===== src/rtl/reset_sequencer.sv =====
// Reset and lock sequencer: synchronises PLL lock, enforces a reset hold, qualifies
// lock stability before releasing the application reset, and counts lock losses.
module reset_sequencer #(
  parameter int unsigned SYNC_STAGES = 2,
  parameter int unsigned HOLD_CYCLES = 16,
  parameter int unsigned LOCK_CYCLES = 1024,
  parameter int unsigned CNT_W       = 11
) (
  input  logic       clk,
  input  logic       rst_n,
  input  logic       pll_locked_i,
  input  logic       soft_rst_i,
  output logic       reset_o,
  output logic       ready_o,
  output logic [1:0] state_o,
  output logic [7:0] lock_loss_cnt_o
);

  localparam int unsigned LOSS_W = 8;
  localparam logic [CNT_W-1:0]  HOLD_LAST = CNT_W'(HOLD_CYCLES - 1);
  localparam logic [CNT_W-1:0]  LOCK_LAST = CNT_W'(LOCK_CYCLES - 1);
  localparam logic [LOSS_W-1:0] LOSS_MAX  = '1;

  typedef enum logic [1:0] {
    ST_HOLD      = 2'd0,
    ST_WAIT_LOCK = 2'd1,
    ST_STABLE    = 2'd2,
    ST_RUN       = 2'd3
  } state_e;

  logic [SYNC_STAGES-1:0] sync_q;
  logic                   locked_s;
  state_e                 state_q, state_d;
  logic [CNT_W-1:0]       cnt_q, cnt_d;
  logic [LOSS_W-1:0]      loss_q, loss_d;
  logic                   reset_q, ready_q;

  assign locked_s = sync_q[SYNC_STAGES-1];

  // Lock flag synchroniser; stage 0 samples the asynchronous pin.
  always_ff @(posedge clk or negedge rst_n) begin
    if (!rst_n) begin
      sync_q <= '0;
    end else begin
      sync_q <= {sync_q[SYNC_STAGES-2:0], pll_locked_i};
    end
  end

  // Next-state, shared hold/stable counter and loss counter.
  always_comb begin
    state_d = state_q;
    cnt_d   = cnt_q;
    loss_d  = loss_q;
    case (state_q)
      ST_HOLD: begin
        if (cnt_q == HOLD_LAST) begin
          state_d = ST_WAIT_LOCK;
          cnt_d   = '0;
        end else begin
          cnt_d = cnt_q + CNT_W'(1);
        end
      end
      ST_WAIT_LOCK: begin
        cnt_d = '0;
        if (soft_rst_i) begin
          state_d = ST_HOLD;
        end else if (locked_s) begin
          state_d = ST_STABLE;
        end
      end
      ST_STABLE: begin
        if (soft_rst_i) begin
          state_d = ST_HOLD;
          cnt_d   = '0;
        end else if (!locked_s) begin
          state_d = ST_WAIT_LOCK;
          cnt_d   = '0;
        end else if (cnt_q == LOCK_LAST) begin
          state_d = ST_RUN;
          cnt_d   = '0;
        end else begin
          cnt_d = cnt_q + CNT_W'(1);
        end
      end
      ST_RUN: begin
        cnt_d = '0;
        if (!locked_s) begin
          state_d = ST_HOLD;
          if (loss_q != LOSS_MAX) begin
            loss_d = loss_q + LOSS_W'(1);
          end
        end else if (soft_rst_i) begin
          state_d = ST_HOLD;
        end
      end
      default: begin
        state_d = ST_HOLD;
        cnt_d   = '0;
      end
    endcase
  end

  // State, counters and outputs, all registered from the next state.
  always_ff @(posedge clk or negedge rst_n) begin
    if (!rst_n) begin
      state_q <= ST_HOLD;
      cnt_q   <= '0;
      loss_q  <= '0;
      reset_q <= 1'b1;
      ready_q <= 1'b0;
    end else begin
      state_q <= state_d;
      cnt_q   <= cnt_d;
      loss_q  <= loss_d;
      reset_q <= (state_d != ST_RUN);
      ready_q <= (state_d == ST_RUN);
    end
  end

  assign reset_o         = reset_q;
  assign ready_o         = ready_q;
  assign state_o         = state_q;
  assign lock_loss_cnt_o = loss_q;

endmodule


===== config.mk =====
export PLATFORM = sky130hd
export DESIGN_NAME = reset_sequencer
export DESIGN_NICKNAME = d
export VERILOG_FILES = /design/src/rtl/reset_sequencer.sv
export SDC_FILE = /design/constraint.sdc
export NUM_CORES = 1
export LEC_CHECK = 0
export ABC_AREA = 0
export CORE_MARGIN = 2
export CORE_UTILIZATION = 48
export DETAILED_ROUTE_END_ITERATION = 10
export PLACE_DENSITY_LB_ADDON = 0.12
export SYNTH_ARGS = -nofsm -noshare
export SYNTH_HDL_FRONTEND = slang
export SYNTH_SLANG_ARGS = --single-unit

===== constraint.sdc =====
create_clock -name clk -period 1.4 [get_ports clk]
set_input_delay 0.21 -clock clk [delete_from_list [all_inputs] [get_ports clk]]
set_output_delay 0.21 -clock clk [all_outputs]
set_load 0.005 [all_outputs]

* Yosys cells after proc, flatten, opt, wreduce, memory -nomap -nowiden *
Cells that the tools add are included.

storage, ports and cells
  input bits = 4
  output and inout port bits = 12
  word-level logic and storage cells = 34
  flip-flop bits (word level) = 25

operators by class
  bitwise gates (word level) = 1
  equality and inequality tests = 8
  reduce and logical (&&, ||, !) cells = 3
  mux-type cells = 14
  add/subtract/negate cells = 2

operators by type and width
  operator                                         count
  2-to-1 mux 11 bit                                4
  one-hot mux 11 bit (3 select lines)              1
  2-to-1 mux 2 bit                                 8
  adder 11 x 1 -> 11 bit, second input constant    1
  == test 11 x 10 -> 1 bit, second input constant  1
  == test 11 x 4 -> 1 bit, second input constant   1
  adder 8 x 1 -> 8 bit, second input constant      1
  inequality test 8 bit, second input constant     1
  one-hot mux 2 bit (4 select lines)               1
  == test 2 bit, second input constant             3
  AND reduction 3 bit                              1
  == test 2 x 1 -> 1 bit, second input constant    1
  zero test 2 bit                                  1
  inequality test 2 bit, second input constant     1
  OR reduction 2 bit                               1
  inverter 1 bit                                   1

* Depth between registers and ports, before layout *
Gate-level depths: netlist (run 1).

  word-level depth = 6
  depth in mapped cells = 5

* Worst setup path after synthesis (run 1) *
Ideal clock, no wire load.

  path kind = flip-flop to flip-flop
  start = register cnt_q[0]
  end = register cnt_q[2]
  setup time = 0.125 ns
  clock period less this slack = 1.507 ns
  required time = 1.275 ns
  buffers on the path = 0
  arrival = 1.382 ns
  slack = -0.107 ns
  cell stages (with the launch flop) = 6
  cells stage by stage = dfrtp_1 > ha_1 > nand4_1 > nor4_4 > a2bb2oi_4 > nor2_1

on the way
  word-level cells in the longest chain between the ends = 5

RTL lines
  element                                                             RTL line    source
  from (decl)                                                         34          logic [CNT_W-1:0] cnt_q, cnt_d;
  from (signal assigned)                                              113         cnt_q <= cnt_d;
  adder 11 x 1 -> 11 bit or == test 11 x 10 -> 1 bit (tied branches)  60, 82, 78
  2-to-1 mux 11 bit                                                   78          end else if (cnt_q == LOCK_LAST) begin
  2-to-1 mux 11 bit                                                   75          end else if (!locked_s) begin
  2-to-1 mux 11 bit                                                   72          if (soft_rst_i) begin
  one-hot mux 11 bit (3 select lines) (*)                             54          case (state_q)
  via cnt_d[2]                                                        34

The timed path passes the listed nets; every way through them passes the cells marked *.
A chain may end at the register's enable or synchronous reset.

* Final worst setup path (run 1) *
  start = register cnt_q[7]
  end = register cnt_q[0]

on the way
  word-level cells in the longest chain between the ends = 5

RTL lines
  element                                  RTL line
  == test 11 x 10 -> 1 bit                 78
  2-to-1 mux 11 bit                        78
  2-to-1 mux 11 bit                        75
  2-to-1 mux 11 bit                        72
  one-hot mux 11 bit (3 select lines) (*)  54
  via cnt_d[0]                             34

Marks and branches as above.

==> results of run 1 <==
how the worst max path moves through the flow:
| stage | endpoint | startpoint | slack, ns |
|---|---|---|---|
| 2_1_floorplan | cnt_q[1] | cnt_q[0] | -0.10 |
| 3_3_place_gp | cnt_q[4] | cnt_q[0] | -0.08 |
| 3_5_place_dp | cnt_q[1] | cnt_q[1] | -0.18 |
| 5_1_grt | cnt_q[0] | cnt_q[1] | -0.23 |
| 6_report | cnt_q[0] | cnt_q[7] | -0.17 |
| 4_1_cts | reset_o | cnt_q[7] | -0.14 |
synth_stat cells:
library cell	n	share of area, %
o31a_1	1	0.74
nand2_1	7	2.2
mux2_2	1	0.95
a311oi_2	1	1.3
nand3_1	7	2.9
a2bb2oi_4	1	2.2
xnor2_1	9	6.6
nor4_4	1	1.8
nor2_1	13	4.1
ha_1	2	2.1
nor3_1	5	2.1
buf_2	1	0.42
nor3b_1	1	0.63
and3_2	1	0.63
and3b_1	1	0.74
dfstp_2	1	2.2
nand4_1	4	2.1
a21oi_1	1	0.42
nand3b_1	2	1.3
and4_1	1	0.74
inv_1	5	1.6
and4_4	1	0.95
a41o_2	1	0.95
xor2_1	7	5.2
dfrtp_1	24	50
a31oi_1	1	0.53
o21a_1	1	0.63
nor4_1	1	0.53
nor3_2	2	1.7
nand2b_1	1	0.53
o21ai_0	2	0.84
per-stage QoR:
stage               utilization [%]  std cells  cell area [sq um]
floorplan                         -        107               1190
global placement               65.8        179               1590
detailed placement             65.8        179               1590
CTS                            71.9        190               1730
global route                   76.1        196               1830
finish                         76.1        196               1830
report_power, final:
part | switching, W | total, W | internal (W) | leakage (nW)
registers | 0.0000846 | 0.000915 | 0.000830 | 0.330
logic | 0.000424 | 0.000889 | 0.000464 | 0.537
clock network | 0.000240 | 0.000347 | 0.000108 | 0.0177
state kept, by name, summed over array words and instances, names as in the netlist:
name             count
lock_loss_cnt_o      8
ready_o              1
cnt_q               11
reset_o              1
state_o              2
sync_q               2
cells by family (layout without fill, tap and decap cells):
kind of cell / Yosys count / after routing
buffers and inverters: 6 / 64
adder cells (fa/ha/maj): 2 / 2
AO/OA/AOI/OAI: 9 / 10
AND/OR/NAND/NOR: 48 / 48
multiplexers: 1 / 1
flip-flops: 25 / 25
XOR/XNOR: 16 / 16
critical path, stage by stage (launching register included):
cell and delay [ns]:
dfrtp_1 0.42, buf_6 0.12, nand4_1 0.16, nor4_4 0.41, a2bb2oi_2 0.28, nor2_1 0.09
layout make-up:
type                       count  share of cell area [%]
multi-input combinational     77                    36.0
sequential                    25                    34.2
timing repair buffer          55                    25.2
tap                           30                    2.05
clock buffer                   3                    1.23
inverter                       5                    1.02
clock inverter                 1                   0.273
metal layers:
metal	global-route usage [%]	vias up
met5	0	-
met1	24.9	517
met2	44.1	15
met4	8.12	0
li1	-	495
met3	3.33	3
repair_timing:
item / 4_1_cts / 5_1_grt
hold buffers: 0 / 0
buffers inserted: 7 / 6
pin swaps: 15 / 10
cloned: 1 / 0
resized for setup: 26 / 15
endpoints found under the setup margin: 27 / 24
==> metrics, run 1 <==
critical path class=flop to flop; vias per cell=5.26; clock-pin slew on the worst setup and hold paths=~0.15 ns; Peak VDD IR=~0.0009 V; M1 WL=1.31 mm; Root Buffer=clkbuf_4; reg-to-reg startpoint=cnt_q[7]; Die W=53.8 um; via count=1030; largest family of logic cells by synthesized area=simple AND/OR/NAND/NOR gates; Setup Skew=0.0166 ns; flops & latches, synth=25; Yosys cell types=31; Final #Nets=between 150 and 200; # H-tree levels=1; adder-cell area share of the yosys netlist=2.10%; XOR/XNOR share of the synthesized area=about an eighth; Fillers=~170; Static Leak=approximately 0.88 nW; Final Hold Viols=0; die area=2890 sq um; area taken by multi-input logic gates=661 sq um; Slew Viols, Final=0; starting density of the core=between 40% and 50%; headroom to the max-slew limit=70.3%; final number of setup-violating endpoints=18; metal3 WL=65 um; share of cells above drive strength 1=39.8%; DP Worst Slack=-0.177 ns; initial antenna violation count=0; min-delay worst type=input port to async pin; Mapped Area=1190 sq um; largest net degree at the start of global routing=26; Crit. End Element=flop; multiplexer share of the synthesized area=less than 1%; top routing layer in use=met4; CTS Buffer Depth=2; post-synthesis compound-gate area fraction=7.57%; Post-DRT Antenna Nets=0; first-pass GRT wire length=around 4.7 mm; R2R depth=5; Fin Hold WS=0.204 ns; Ports=16; Site Rows=18; GRT Residual Overflow=0; Worst-Skew Late Latency=0.34 ns; hpwl dp=between 1.5 and 2 mm; sequential fraction of the synthesis area=about 53%; DR iter-0 viols=17; Reg area=about 630 sq um; CP max FO=4; RD Place Congestion=0.722; Worst setup SP type=flop; setup repair after global routing missed its margin=true; total chip power=0.00215 W; Clock Sinks=25; met2 WL=1.79 mm; P&R area growth vs syn=54.2%; r2r setup slk=-0.17 ns; Synth Net Count=113; post-layout min period=1.57 ns; I/O Buffers=15; most frequent cells in the layout=buf_4 (34), dfrtp_1 (24), nor2_1 (11); worst endpoint required time=~1.6 ns; failing checks=negative setup slack; simple-gate share of the synthesized area=between 20% and 30%; core area=around 2400 sq um; Die Y-Extent=between 50 and 60 um; status=finished, violations left; routed length per placed instance=16.3 um; ANT cells=0; Synth Instances=~110; FF-to-FF End=cnt_q[0]; arrival time worst endpoint=1.80 ns; number of global-route vias before repair=1054; Setup TNS=-1.73 ns; yosys warns=0; gr usage total=22.9%; period utilization=112%; max_cap viols=0; leading cell type in the layout, fill and taps excluded=buf_4; total iterations of the first detailed-routing run=4; Final WS setup=-0.171 ns; DRC viols=0; Post-Route WL=between 3 and 4 mm; Achievable Freq=636 MHz; Power per Cell Area=1170 nW/um^2; CTS tree=done; Mapped Avg Cell Area=11.1 sq um; Worst-Margin Slew=around 0.44 ns; clock buffer count from CTS=3
No activity file was read; power rests on OpenSTA's default activity.
==> run 2, diff against run 1 <==
CTS_CLUSTER_SIZE = 30   (was default)
==> results of run 2 <==
The final DEF is identical to that of run 1; final timing and power are the same.
==> run 3, diff against run 2 <==
PLACE_DENSITY_LB_ADDON = 0.25   (was 0.12)
==> run 3 against run 2 <==
  * The run still ends with negative setup slack left
  * Final area increased by 0.82%
  * Clock skew decreased by 0.0085 ns
  * Sequential cell count unchanged
  * First-iteration DRC count decreased by 59%
  * Count of clock-buffer cells in the layout unchanged
  * Critical path depth increased by 1
  * Combinational power decreased by 0.9%
  * Worst setup slack improved by 0.057 ns
  * Register-to-register slack improved by 0.06 ns
  * Global-route usage decreased by 1.3 points
  * Maximum frequency increased by 3.8%
  * Non-clock buffer count increased by 1
  * Critical path type unchanged
==> metrics, run 3 (synthesized netlist as in run 1, its figures left out) <==
Post-DRT Antenna Nets=0; share of cells above drive strength 1=41.3%; Die W=53.8 um; RD Place Congestion=between 0.7 and 0.8; Worst-Skew Late Latency=approximately 0.32 ns; Setup Skew=~0.0081 ns; Sequential Power Share=43.2%; Final Hold Viols=0; Peak VDD IR=0.000968 V; setup repair after global routing missed its margin=true; Site Rows=18; period utilization=108%; starting density of the core=49.4%; # H-tree levels=1; critical path class=flop to flop; Root Buffer=clkbuf_4; worst endpoint required time=1.62 ns; CTS Buffer Depth=2; GRT Residual Overflow=0; Final WS setup=-0.114 ns; logic gate share of total power=41.3%; headroom to the max-slew limit=68.7%; first-pass GRT wire length=~4.5 mm; Biggest register=cnt_q; max_cap viols=0; leading cell type in the layout, fill and taps excluded=buf_4; status=finished, violations left; area taken by multi-input logic gates=671 sq um; gr usage total=between 20% and 30%; post-layout min period=1.51 ns; die area=roughly 2900 sq um; DR iter-0 viols=7; via count=roughly 1000; core area=about 2400 sq um; Die Y-Extent=53.8 um; P&R area growth vs syn=55.4%; DRC viols=0; Fillers=~160; failing checks=negative setup slack; Final #Nets=174; clock-pin slew on the worst setup and hold paths=0.14 ns; routed length per placed instance=roughly 15 um; initial antenna violation count=0; clock power share=15.4%; clock buffer count from CTS=3; total chip power=0.00213 W; Power per Cell Area=1150 nW/um^2; Fin Hold WS=0.224 ns; Largest register FFs=11; Achievable Freq=roughly 660 MHz; largest net degree at the start of global routing=26; Net Sw Power=approximately 0.00072 W; total iterations of the first detailed-routing run=4; Worst setup SP type=flop; Static Leak=just under 0.9 nW; most frequent cells in the layout=buf_4 (35), dfrtp_1 (23), nor2_1 (12); I/O Buffers=15; number of global-route vias before repair=between 1000 and 1500; P_int=0.00141 W; Slew Viols, Final=0; Worst-Margin Slew=0.468 ns; Post-Route WL=a little under 3 mm; min-delay worst type=input port to async pin; Ports=16; final number of setup-violating endpoints=16; vias per cell=5.19; Clock Sinks=25; arrival time worst endpoint=1.74 ns; CTS Hold Bufs=0; Reg area=628 sq um; ANT cells=0; sw frac=about a third; hpwl dp=about 1.8 mm; CP max FO=5; CTS tree=done; Crit. End Element=flop
-- run 3: area by class of cell --
cell class / count / area share (%)
clock buffer: 3 / 1.22
clock inverter: 1 / 0.271
inverter: 5 / 1.01
multi-input combinational: 77 / 36.3
sequential: 25 / 34.0
tap: 30 / 2.03
timing repair buffer: 56 / 25.2
-- run 3: timing repair --
action                                  in CTS  in global routing
buffers inserted                            12                  6
pin swaps                                   12                 19
cloned                                       1                  0
resized for setup                           28                 16
endpoints found under the setup margin      26                 23
-- run 3: path summary, 6_finish.rpt --
path / slack, ns / startpoint / end / cells past startpoint
max: -0.11 / cnt_q[0] / cnt_q[9] / 6
min: 0.22 / rst_n / cnt_q[6] / 2
max reg2reg: -0.11 / cnt_q[0] / cnt_q[9] / 6
min reg2reg: 0.37 / sync_q[0] / sync_q[1] / 0
max in group asynchronous: 0.89 / rst_n / reset_o / 2
min in group clk: 0.30 / pll_locked_i / sync_q[0] / 1
-- run 3: power groups by stage --
stage | clock, W | combinational, W | sequential (W)
2_1_floorplan | 0 | 0.000307 | 0.000945
6_report | 0.000328 | 0.000881 | 0.000922
3_5_place_dp | 0 | 0.000656 | 0.000921
5_1_grt | 0.000366 | 0.000969 | 0.000936
4_1_cts | 0.000330 | 0.000770 | 0.000906
3_3_place_gp | 0 | 0.000622 | 0.000913
-- run 3: layer usage --
layer  up-vias  share of wire, %  global-route usage, %
li1        497                 -                      -
met1       499                44                   26.4
met2        21                52                   37.6
met3         5               2.8                   3.06
met4         0               1.5                   8.97
met5         -                 0                      0
-- run 3: critical path, stage by stage, from the launching register on --
cell	delay, ns
dfrtp_1	0.39
ha_2	0.20
nand4_1	0.18
nor4_4	0.20
buf_4	0.18
a2bb2oi_4	0.20
nor2_1	0.06
-- run 3: stage by stage --
| step | setup TNS (ns) | area (sq um) | setup WS [ns] | util (%) | cells |
|---|---|---|---|---|---|
| 3_5_place_dp | -1.69 | 1560 | -0.160 | 64.8 | 176 |
| 4_1_cts | -1.40 | 1770 | -0.127 | 73.4 | 193 |
| 3_3_place_gp | -0.897 | 1560 | -0.0878 | 64.8 | 176 |
| 5_1_grt | -2.82 | 1850 | -0.191 | 76.7 | 197 |
| 2_1_floorplan | -0.898 | 1190 | -0.101 | - | 107 |
| 6_report | -1.28 | 1850 | -0.114 | 76.7 | 197 |
